<file path="src/rtl/led_sequencer.sv">
// N-channel LED pattern generator (TOGGLE / CHASE / BOUNCE / BLINK_ALL) stepped by a prescaler.
// Optional macro LED_SEQ_STEP_EN adds a step_req input that forces an immediate step.
module led_sequencer #(
   parameter  int NUM_LEDS = 3,
   parameter  int TICK_DIV = 100000000,
   localparam int POS_W    = (NUM_LEDS > 1) ? $clog2(NUM_LEDS) : 1
) (
   input  logic                clk,
   input  logic                rst,
   input  logic                en,
   input  logic [1:0]          mode,
   input  logic                dir,
`ifdef LED_SEQ_STEP_EN
   input  logic                step_req,
`endif
   output logic [NUM_LEDS-1:0] leds,
   output logic                tick,
   output logic [POS_W-1:0]    pos
);

   localparam int CNT_W = (TICK_DIV > 1) ? $clog2(TICK_DIV) : 1;
   localparam logic [CNT_W-1:0] CNT_MAX = CNT_W'(TICK_DIV - 1);
   localparam logic [POS_W-1:0] POS_MAX = POS_W'(NUM_LEDS - 1);
   localparam logic [POS_W-1:0] POS_ZERO = {POS_W{1'b0}};

   localparam logic [1:0] MODE_TOGGLE = 2'd0;
   localparam logic [1:0] MODE_CHASE  = 2'd1;
   localparam logic [1:0] MODE_BOUNCE = 2'd2;
   localparam logic [1:0] MODE_BLINK  = 2'd3;

   logic [CNT_W-1:0]    count_q, count_d;
   logic [NUM_LEDS-1:0] leds_q, leds_d;
   logic [POS_W-1:0]    pos_q, pos_d;
   logic [1:0]          mode_q, mode_d;
   logic                up_q, up_d;
   logic                tick_q, tick_d;

   logic                mode_chg_s;
   logic                step_hit_s;
   logic                step_s;
   logic [POS_W-1:0]    pos_inc_s, pos_dec_s, pos_nxt_s;
   logic [NUM_LEDS-1:0] onehot_s;

   assign mode_chg_s = (mode != mode_q);
`ifdef LED_SEQ_STEP_EN
   assign step_hit_s = step_req;
`else
   assign step_hit_s = 1'b0;
`endif
   assign step_s = en && !mode_chg_s && ((count_q == CNT_MAX) || step_hit_s);

   // Wrapping index arithmetic stays within 0..NUM_LEDS-1, including NUM_LEDS == 1.
   assign pos_inc_s = (pos_q == POS_MAX)  ? POS_ZERO : pos_q + POS_W'(1);
   assign pos_dec_s = (pos_q == POS_ZERO) ? POS_MAX  : pos_q - POS_W'(1);
   assign pos_nxt_s = dir ? pos_dec_s : pos_inc_s;
   assign onehot_s  = NUM_LEDS'(1'b1) << pos_q;

   // State register with synchronous reset.
   always_ff @(posedge clk) begin
      if (rst) begin
         count_q <= {CNT_W{1'b0}};
         leds_q  <= {NUM_LEDS{1'b0}};
         pos_q   <= POS_ZERO;
         mode_q  <= MODE_TOGGLE;
         up_q    <= 1'b1;
         tick_q  <= 1'b0;
      end else begin
         count_q <= count_d;
         leds_q  <= leds_d;
         pos_q   <= pos_d;
         mode_q  <= mode_d;
         up_q    <= up_d;
         tick_q  <= tick_d;
      end
   end

   // Next-state: mode change restarts the pattern, otherwise prescaler and step action.
   always_comb begin
      count_d = count_q;
      leds_d  = leds_q;
      pos_d   = pos_q;
      mode_d  = mode_q;
      up_d    = up_q;
      tick_d  = 1'b0;
      if (mode_chg_s) begin
         mode_d  = mode;
         count_d = {CNT_W{1'b0}};
         leds_d  = {NUM_LEDS{1'b0}};
         pos_d   = POS_ZERO;
         up_d    = 1'b1;
      end else if (step_s) begin
         count_d = {CNT_W{1'b0}};
         tick_d  = 1'b1;
         case (mode_q)
            MODE_TOGGLE: begin
               leds_d = leds_q ^ onehot_s;
               pos_d  = pos_nxt_s;
            end
            MODE_CHASE: begin
               leds_d = onehot_s;
               pos_d  = pos_nxt_s;
            end
            MODE_BOUNCE: begin
               leds_d = onehot_s;
               if (up_q) begin
                  if (pos_q == POS_MAX) begin
                     up_d  = 1'b0;
                     pos_d = pos_dec_s;
                  end else begin
                     pos_d = pos_inc_s;
                  end
               end else begin
                  if (pos_q == POS_ZERO) begin
                     up_d  = 1'b1;
                     pos_d = pos_inc_s;
                  end else begin
                     pos_d = pos_dec_s;
                  end
               end
            end
            MODE_BLINK: begin
               leds_d = ~leds_q;
            end
            default: begin
               leds_d = leds_q;
               pos_d  = pos_q;
            end
         endcase
      end else if (en) begin
         count_d = count_q + CNT_W'(1);
      end else begin
         count_d = count_q;
      end
   end

   // Outputs come straight from registers.
   always_comb begin
      leds = leds_q;
      tick = tick_q;
      pos  = pos_q;
   end

endmodule

</file>
<file path="config.mk">
export PLATFORM = sky130hd
export DESIGN_NAME = led_sequencer
export DESIGN_NICKNAME = d
export VERILOG_FILES = /design/src/rtl/led_sequencer.sv
export SDC_FILE = /design/constraint.sdc
export NUM_CORES = 1
export LEC_CHECK = 0
export BUFFER_PORTS_ARGS = -buffer_cell sky130_fd_sc_hd__buf_4
export CAP_MARGIN = 0
export CORE_MARGIN = 8
export CORE_UTILIZATION = 54
export CTS_CLUSTER_DIAMETER = 60
export DETAILED_ROUTE_END_ITERATION = 7
export GPL_ROUTABILITY_DRIVEN = 0
export HOLD_SLACK_MARGIN = 0.06
export PLACE_DENSITY = 0.81
export SYNTH_ARGS = -nofsm -noshare
export SYNTH_HDL_FRONTEND = slang
export SYNTH_SLANG_ARGS = --single-unit
</file>
<file path="constraint.sdc">
create_clock -name clk -period 1.75 [get_ports clk]
set_input_delay 0.175 -clock clk [delete_from_list [all_inputs] [get_ports clk]]
set_output_delay 0.175 -clock clk [all_outputs]
set_load 0.05 [all_outputs]
</file>
==> metrics.cfg, run 1 <==
[setup_path]
worstPathArrival_ps=2020
r2r_slack_ps=-120
startpoint_type=register
crit_fanout=6
rr_worst_depth=6
end_kind=register
cp.required_ps=1910
critical_path_class=reg2reg

[yosys]
synthCells=234
synth_cell_types=44
synth_edf_count=0
syn_nets=251
avgSynthCellArea_sq_um=8.66
async_flop_share_pct=0
synthFlopType=dfxtp_1
ys_seq_area_share_pct=35.6
ys_ff_latch=36
synth_area_sq_mm=0.00203
ys_warn_count=0

[finish]
drive_gt1_share_pct=32.8
layoutNonFillerInstCount=335
nets=303
synthToLayoutAreaGrowth_pct=33.2
antenna_cells=0
utilization_pct=74.3

[die]
start_util_pct=55.8
die_h_um=77.3
row_count=22
die_area_sq_mm=0.00597
ios=12
core_area_sq_mm=0.00363
die_w_um=77.3

[clock_tree]
cts_root_buffer=clkbuf_8
clock_path_buffers=2
numCtsBuffers=5
htreeDepth=2
cts_tree=built
clock_sinks=36
clk_pin_slew_ps=70
clk_latency_ps=290

[global_routing]
overflow=0
grt_pass1_vias=1834
grt_max_degree=13
grt_pass1_wl_um=8600
antenna_found_initial=0
grtUsageTotal_pct=17.6

[timing]
fin_skew_ps=6.81
hold_ws_ps=119
slew_viol_final=0
rsz0062_at_grt=yes
timing.final.ws_setup_ps=-117
finalHoldViolCount=0
min_period_over_period_pct=107
worstMarginPinSlew_ps=456
period_needed_ps=1870
setup_viol=18
slew_headroom_pct=69.3
fmax_mhz=536

[detailed_routing]
wl_per_cell_um=15.7
dr.pass1.iters=4
vias=1901
drt-initial-drc-count=209
wl_um=5270
drc=0
ant_nets=0
avgViaCountPerCell=5.67

[min_path]
holdPathStages=2
hold_path_class=in2reg

[pwr]
swShare_pct=22.4
p_sw_uw=340
power.density_mw_per_mm2=563
ir_worst_vdd_v=0.000514
internal-power_mw=1.18
leakagePower_nw=1.12
power.share.clock_pct=40.1
pwr-share-seq_pct=54.4
pwr-share-comb_pct=5.5
total_power_mw=1.52

[run_status]
status=finished, violations left
violations=negative setup slack

[placement]
place_inst=316
numPortBuffers=11
hpwl_um=3450

[flow_run]
drv_cap=0

[cell usage in the layout, fill, tap and decap left out, types with 4 or more instances in the layout]
master	count
ha_1	10
nand2_1	18
a21oi_1	10
inv_1	6
and3_1	4
buf_4	46
o21ai_1	5
dfxtp_2	11
a21oi_2	4
nand4_1	6
xnor2_1	13
dfxtp_1	25
xor2_1	9
nor3_1	4
nor2_1	31
mux2i_1	7
nor2b_1	4
clkbuf_8	6
nand3_1	11
[area by class of cell]
class                      instances  area, sq um
multi-input combinational        189         1430
fill                             279          933
tap                               48         60.1
sequential                        36          734
clock buffer                       8         90.1
inverter                           6         22.5
timing repair buffer              48          367
[power groups by stage]
stage	Clock (mW)	Sequential, mW	Combinational (mW)
after global placement	0	0.846	0.0714
after global routing	0.659	0.827	0.0915
after CTS	0.618	0.827	0.0804
after detailed placement	0	0.846	0.0742
final	0.609	0.827	0.0833
after floorplan	0	0.845	0.0502
[state kept, by name, summed over array words and instances, names as in the netlist]
name	cells
count_q	27
pos	2
mode_q	2
leds	3
up_q	1
tick	1
[per-stage QoR]
step,worst slack (ps),instance area [sq um],TNS [ps]
floorplan,-11.7,2110,-198
global placement,3.22,2420,0
detailed placement,-44.4,2420,-757
CTS,-48.5,2580,-626
global route,-194,2700,-2640
finish,-117,2700,-1070
[cells by family after synthesis]
logic type                 share of synthesized area [%]
muxes                                               3.46
xor gates and xnor gates                            9.51
and+or+nand+nor                                     32.5
adders and majority gates                           6.79
DFF                                                 35.6
AOI/OAI and AO/OA                                   9.45
buffers and inverters                               2.78
[worst max-delay path: stages (launching register included)]
cell and delay (ps):
dfxtp_2 320, or4b_4 570, nor3_4 310, buf_6 180, a22oi_2 70, o21ai_1 180, a21oi_1 100
[cells in the mapped netlist, types with 4 or more instances]
| cell | number | share of area (%) |
|---|---|---|
| dfxtp_1 | 36 | 36 |
| nor2_1 | 32 | 5.9 |
| nand2_1 | 18 | 3.3 |
| a21oi_1 | 14 | 3.5 |
| nand3_1 | 13 | 3.2 |
| xnor2_1 | 13 | 5.6 |
| ha_1 | 11 | 6.8 |
| xor2_1 | 9 | 3.9 |
| o21ai_0 | 8 | 2.0 |
| mux2i_1 | 7 | 3.5 |
| inv_1 | 6 | 1.1 |
| nand4_1 | 6 | 1.9 |
| nor3_1 | 5 | 1.2 |
| and3_1 | 4 | 1.2 |
| nor2b_1 | 4 | 1.2 |
| nor4_1 | 4 | 1.2 |
| or4_1 | 4 | 1.5 |
[metal layers]
layer  track usage (%)  up-vias  share of wire, %
met1              20.9      892                42
met5                 0        -                 0
li1                  -      934                 -
met3              4.66        8               6.5
met2              29.6       67                50
met4              5.85        0               1.3
[worst paths after layout]
check                           startpoint                  endpoint
setup reg to reg  count_q[25]$_SDFFE_PP0P_  count_q[20]$_SDFFE_PP0P_
setup / recovery  count_q[25]$_SDFFE_PP0P_  count_q[20]$_SDFFE_PP0P_
hold / removal                     mode[0]    mode_q[0]$_SDFFE_PP0P_
hold reg to reg        pos[0]$_SDFFE_PP0P_       pos[0]$_SDFFE_PP0P_
[timing repair]
item / CTS / global route
buffers inserted: 2 / 5
hold buffers: 1 / 0
hold endpoints to repair: 2 / 0
setup endpoints to repair: 28 / 32
pin swaps: 9 / 15
gates resized for setup: 14 / 15
gates cloned: 1 / 2
(Power assumes the default switching activity.)
==> run 2: changes to the inputs <==
--- a/config.mk
+++ b/config.mk
@@ -6,12 +6,13 @@
 export NUM_CORES = 1
 export LEC_CHECK = 0
 export BUFFER_PORTS_ARGS = -buffer_cell sky130_fd_sc_hd__buf_4
-export CAP_MARGIN = 0
+export CAP_MARGIN = 20
 export CORE_MARGIN = 8
 export CORE_UTILIZATION = 54
 export CTS_CLUSTER_DIAMETER = 60
 export DETAILED_ROUTE_END_ITERATION = 7
 export GPL_ROUTABILITY_DRIVEN = 0
+export GPL_TIMING_DRIVEN = 0
 export HOLD_SLACK_MARGIN = 0.06
 export PLACE_DENSITY = 0.81
 export SYNTH_ARGS = -nofsm -noshare
==> metrics.cfg, run 2 (same netlist as run 1, synthesis figures left out) <==
[timing]
setup_tns_ps=-1530  ; -465 ps
timing.final.ws_setup_ps=-108  ; +8.61 ps
finalHoldViolCount=0  ; unchanged
fmax_mhz=538  ; +0.46%
period_needed_ps=1860  ; -8.61 ps
slew_viol_final=0  ; unchanged
min_period_over_period_pct=106  ; -0.49 points
worstMarginPinSlew_ps=592  ; +137 ps
setup_viol=24  ; +6
rsz0062_at_grt=yes
fin_skew_ps=11.0  ; +4.22 ps
slew_headroom_pct=60.5  ; -8.8 points
hold_ws_ps=118  ; -0.440 ps

[detailed_routing]
wl_per_cell_um=16.7  ; +6.2%
vias=1929  ; +1.5%
dr.pass1.iters=4  ; unchanged
avgViaCountPerCell=5.86  ; +3.3%
ant_nets=0  ; unchanged
drt-initial-drc-count=152  ; -27%
wl_um=5500  ; +4.3%
drc=0  ; unchanged

[finish]
layoutNonFillerInstCount=329  ; -1.8%
final_cell_area_sq_mm=0.00272  ; +0.70%
largest-register=count_q
synthToLayoutAreaGrowth_pct=34.1
antenna_cells=0  ; unchanged
drive_gt1_share_pct=36.7  ; +3.9 points
n_fill_cell=237  ; -15%
utilization_pct=74.8  ; +0.52 points
nets=298  ; -1.7%
final_common_cell=buf_4
final_cell_mix=buf_4, nor2_1, dfxtp_2
largest_reg_flops=27  ; unchanged

[die]
die_w_um=77.3  ; unchanged
row_count=22  ; unchanged
die_h_um=77.3  ; unchanged
ios=12  ; unchanged
core_area_sq_mm=0.00363  ; unchanged
start_util_pct=55.8  ; unchanged
die_area_sq_mm=0.00597  ; unchanged

[min_path]
hold_path_class=in2reg

[clock_tree]
cts_root_buffer=clkbuf_8
numCtsBuffers=5  ; unchanged
clk_pin_slew_ps=80  ; about the same
cts_tree=built
clock_path_buffers=2  ; unchanged
htreeDepth=2  ; unchanged
clk_latency_ps=290  ; about the same
clock_sinks=36  ; unchanged

[pwr]
ir_worst_vdd_v=0.000509  ; -0.93%
power.density_mw_per_mm2=556  ; -1.2%
leakagePower_nw=1.07  ; -4.0%
total_power_mw=1.51  ; -0.48%

[global_routing]
grt_max_degree=12  ; -1
grtUsageTotal_pct=17.7  ; +0.18 points
antenna_found_initial=0  ; unchanged
grt_pass1_wl_um=8630  ; +0.24%
grt_pass1_vias=1832  ; -0.11%
overflow=0  ; unchanged

[setup_path]
reg2reg_to=pos[0]$_SDFFE_PP0P_
startpoint=count_q[12]$_SDFFE_PP0P_
end_kind=register
worstPathArrival_ps=2080  ; +60 ps
startpoint_type=register
critical_path_class=reg2reg
critPathSlowestCell=or4b_4
rr_worst_depth=5  ; -1
r2r_slack_ps=-110  ; about the same
critical_path.max_stage_delay_ps=560  ; about the same
cp.required_ps=1970  ; +60 ps
r2r-start=count_q[12]$_SDFFE_PP0P_
cp-endpoint=pos[0]$_SDFFE_PP0P_
crit_fanout=3  ; -3
worstPathCellList=or4b_4 -> nor3_4 -> nand4b_4 -> or3_4 -> a21oi_2

[run_status]
status=finished, violations left
violations=negative setup slack

[placement]
numPortBuffers=11  ; unchanged
hpwl_um=3140  ; -8.7%
postPlaceCellArea_sq_mm=0.00225  ; -7.1%
dpl_worst_slack_ps=-200  ; -155 ps
place_inst=293  ; -7.3%

[flow_run]
drv_cap=0  ; unchanged

-- run 2: cell types whose count changed in the layout (fill, tap and decap cells not counted), moves of 2 or more --
cell     delta
buf_4      -15
dfxtp_1     -9
dfxtp_2     +8
nor2_1      -7
nor2_2      +7
buf_6       +6
buf_8       +2
nor4_1      -2
nor4_2      +2
-- run 2: per-layer routing --
metal	share of wire, %	wire length [um]	up-vias	GRT usage [%]
li1	-	-	921	-
met1	41	2250	921	19.9
met2	51	2780	77	30.3
met3	6.5	358	10	4.43
met4	1.9	104	0	8.87
met5	0	0	-	0
-- run 2: how the worst min path moves through the flow --
stage | from | to | cells past startpoint
2_1_floorplan | rst | mode_q[0]$_SDFFE_PP0P_ | 1
3_3_place_gp | rst | mode_q[0]$_SDFFE_PP0P_ | 2
3_5_place_dp | rst | mode_q[0]$_SDFFE_PP0P_ | 2
4_1_cts | mode[0] | mode_q[0]$_SDFFE_PP0P_ | 2
5_1_grt | mode[0] | mode_q[0]$_SDFFE_PP0P_ | 2
6_report | mode[0] | mode_q[0]$_SDFFE_PP0P_ | 2
-- run 2: worst max-delay path, delay by kind of cell (launching register included) --
| family | cells | cell delay, ps |
|---|---|---|
| AOI/OAI and AO/OA | 1 | 120 |
| and+or+nand+nor | 4 | 1320 |
| DFF | 1 | 350 |
-- run 2: timing repair --
action | CTS | global route
pin swaps | 20 | 9
hold endpoints to repair | 2 | 0
setup endpoints to repair | 32 | 34
gates resized for setup | 23 | 29
hold buffers | 1 | 0
setup buffers | 24 | 3
gates cloned | 1 | 0
-- run 2: area by class of cell --
type,instances,area (sq um),share of cell area (%)
Buffer,6,56.3,2.07
Clock buffer,5,68.8,2.53
Clock inverter,2,12.5,0.460
Inverter,6,22.5,0.828
Multi-Input combinational cell,186,1390,51.2
Sequential cell,36,748,27.5
Tap cell,48,60.1,2.21
Timing Repair Buffer,40,358,13.2
-- run 2: power breakdown --
group / switching [mW] / leakage [nW] / internal (mW) / total (mW)
logic: 0.0554 / 0.731 / 0.0542 / 0.110
registers: 0.00462 / 0.301 / 0.820 / 0.825
clock network: 0.309 / 0.0400 / 0.270 / 0.578
total: 0.369 / 1.07 / 1.14 / 1.51
==> run 3: changes to the inputs <==
--- a/config.mk
+++ b/config.mk
@@ -15,6 +15,7 @@
 export GPL_TIMING_DRIVEN = 0
 export HOLD_SLACK_MARGIN = 0.06
 export PLACE_DENSITY = 0.81
+export RECOVER_POWER = 100
 export SYNTH_ARGS = -nofsm -noshare
 export SYNTH_HDL_FRONTEND = slang
 export SYNTH_SLANG_ARGS = --single-unit
==> metrics.cfg, run 3 (same netlist as run 1, synthesis figures left out) <==
[pwr]
ir_worst_vdd_v=0.000503  ; -1.2%
power.density_mw_per_mm2=561  ; +0.77%
leakagePower_nw=1.04  ; -2.7%

[setup_path]
critical_path_buf_inv_count=0  ; unchanged
cp.required_ps=1970  ; about the same
crit_fanout=3  ; unchanged
r2r-start=count_q[12]$_SDFFE_PP0P_
worstPathCellList=or4b_4 -> nor3_4 -> nand4b_4 -> or3_4 -> a21oi_2
cp_top_family=simple AND/OR/NAND/NOR gates
worstPathArrival_ps=2070  ; about the same
reg2reg_to=pos[0]$_SDFFE_PP0P_
startpoint_type=register
end_kind=register
startpoint=count_q[12]$_SDFFE_PP0P_
cp-endpoint=pos[0]$_SDFFE_PP0P_
path_depth=5  ; unchanged
r2r_slack_ps=-110  ; about the same
rr_worst_depth=5  ; unchanged
critical_path_class=reg2reg
critical_path.max_stage_delay_ps=560  ; about the same
critPathSlowestCell=or4b_4

[detailed_routing]
wl_per_cell_um=16.8  ; +0.56%
dr.pass1.iters=4  ; unchanged
vias=1940  ; +0.57%
avgViaCountPerCell=5.90  ; +0.57%
wl_um=5530  ; +0.56%
drc=0  ; unchanged
ant_nets=0  ; unchanged
drt-initial-drc-count=186  ; +22%

[flow_run]
drv_cap=0  ; unchanged

[finish]
drive_gt1_share_pct=34.2  ; -2.5 points
utilization_pct=74.1  ; -0.72 points
largest-register=count_q
layoutNonFillerInstCount=329  ; unchanged
final_cell_mix=nor2_1, buf_4, dfxtp_2
n_fill_cell=242  ; +2.1%
synthToLayoutAreaGrowth_pct=32.8
nets=298  ; unchanged
antenna_cells=0  ; unchanged
largest_reg_flops=27  ; unchanged

[global_routing]
grt_max_degree=12  ; unchanged
grt_pass1_vias=1832  ; unchanged
overflow=0  ; unchanged
antenna_found_initial=0  ; unchanged
grtUsageTotal_pct=17.7  ; unchanged
grt_pass1_wl_um=8630  ; unchanged

[clock_tree]
cts_tree=built
clock_sinks=36  ; unchanged
clk_pin_slew_ps=80  ; about the same
htreeDepth=2  ; unchanged
clk_latency_ps=290  ; about the same
clock_path_buffers=2  ; unchanged
numCtsBuffers=5  ; unchanged
cts_root_buffer=clkbuf_8

[placement]
hpwl_um=3140  ; unchanged
place_inst=293  ; unchanged
numPortBuffers=11  ; unchanged
dpl_worst_slack_ps=-200  ; unchanged

[timing]
min_period_over_period_pct=106  ; about the same
period_needed_ps=1860  ; -1.36 ps
finalHoldViolCount=0  ; unchanged
slew_viol_final=0  ; unchanged
hold_ws_ps=118  ; -0.573 ps
fin_skew_ps=10.7  ; -0.355 ps
rsz0062_at_grt=yes
worstMarginPinSlew_ps=595  ; +2.51 ps
slew_headroom_pct=60.3  ; -0.17 points
fmax_mhz=539  ; about the same
setup_viol=25  ; +4.2%
timing.final.ws_setup_ps=-107  ; +1.36 ps

[die]
die_w_um=77.3  ; unchanged
start_util_pct=55.8  ; unchanged
die_h_um=77.3  ; unchanged
row_count=22  ; unchanged
core_area_sq_mm=0.00363  ; unchanged
ios=12  ; unchanged
die_area_sq_mm=0.00597  ; unchanged

[min_path]
hold_path_class=in2reg

[run_status]
status=finished, violations left
violations=negative setup slack

==> run 3: cell count changes in the layout (fill, tap and decap cells not counted) <==
cell | previous run | this run
buf_4 | 31 | 24
clkbuf_1 | 2 | 9
==> run 3: final cells by class <==
class	count	area [sq um]	area share, %
Buffer	6	56.3	2.09
Clock buffer	5	68.8	2.56
Clock inverter	2	12.5	0.465
Inverter	6	22.5	0.836
Multi-Input combinational cell	186	1390	51.7
Sequential cell	36	748	27.8
Tap cell	48	60.1	2.23
Timing Repair Buffer	40	332	12.3
==> run 3: routing by layer <==
| layer | track usage [%] | vias to the layer above | part of all wire [%] |
|---|---|---|---|
| met5 | 0 | - | 0 |
| met4 | 8.87 | 0 | 2.3 |
| met3 | 4.43 | 14 | 6.8 |
| met2 | 30.3 | 82 | 50 |
| met1 | 19.9 | 924 | 40 |
| li1 | - | 920 | - |
==> run 3: worst register-to-register path: stages, from the launching register on <==
cell	delay [ps]
dfxtp_4	350
or4b_4	560
nor3_4	260
nand4b_4	150
or3_4	350
a21oi_2	120
==> run 3: worst min path at each step <==
stage	from	endpoint	slack, ps	cells past startpoint
6_report	mode[0]	mode_q[0]$_SDFFE_PP0P_	120	2
5_1_grt	mode[0]	mode_q[0]$_SDFFE_PP0P_	120	2
4_1_cts	mode[0]	mode_q[0]$_SDFFE_PP0P_	100	2
3_5_place_dp	rst	mode_q[0]$_SDFFE_PP0P_	360	2
3_3_place_gp	rst	mode_q[0]$_SDFFE_PP0P_	350	2
2_1_floorplan	rst	mode_q[0]$_SDFFE_PP0P_	250	1
==> run 3: power breakdown <==
group / switching (mW) / internal [mW] / leakage, nW
logic: 0.0560 / 0.0533 / 0.702
registers: 0.00460 / 0.820 / 0.301
clock network: 0.306 / 0.270 / 0.0400
==> run 3: stage by stage <==
step                      setup TNS [ps]  cell area (sq um)  power [mW]
final                              -1540               2690        1.51
after global routing               -3840               2690        1.56
after CTS                          -1340               2620        1.51
after detailed placement           -5050               2250       0.922
after global placement             -4130               2250       0.919
after floorplan                     -198               2110       0.896
==> run 3: what timing repair did <==
item	4_1_cts	5_1_grt
setup endpoints to repair	32	34
pin swaps	20	9
hold buffers	1	0
hold endpoints to repair	2	0
buffers inserted	24	3
resized for setup	23	29
cloned	1	0
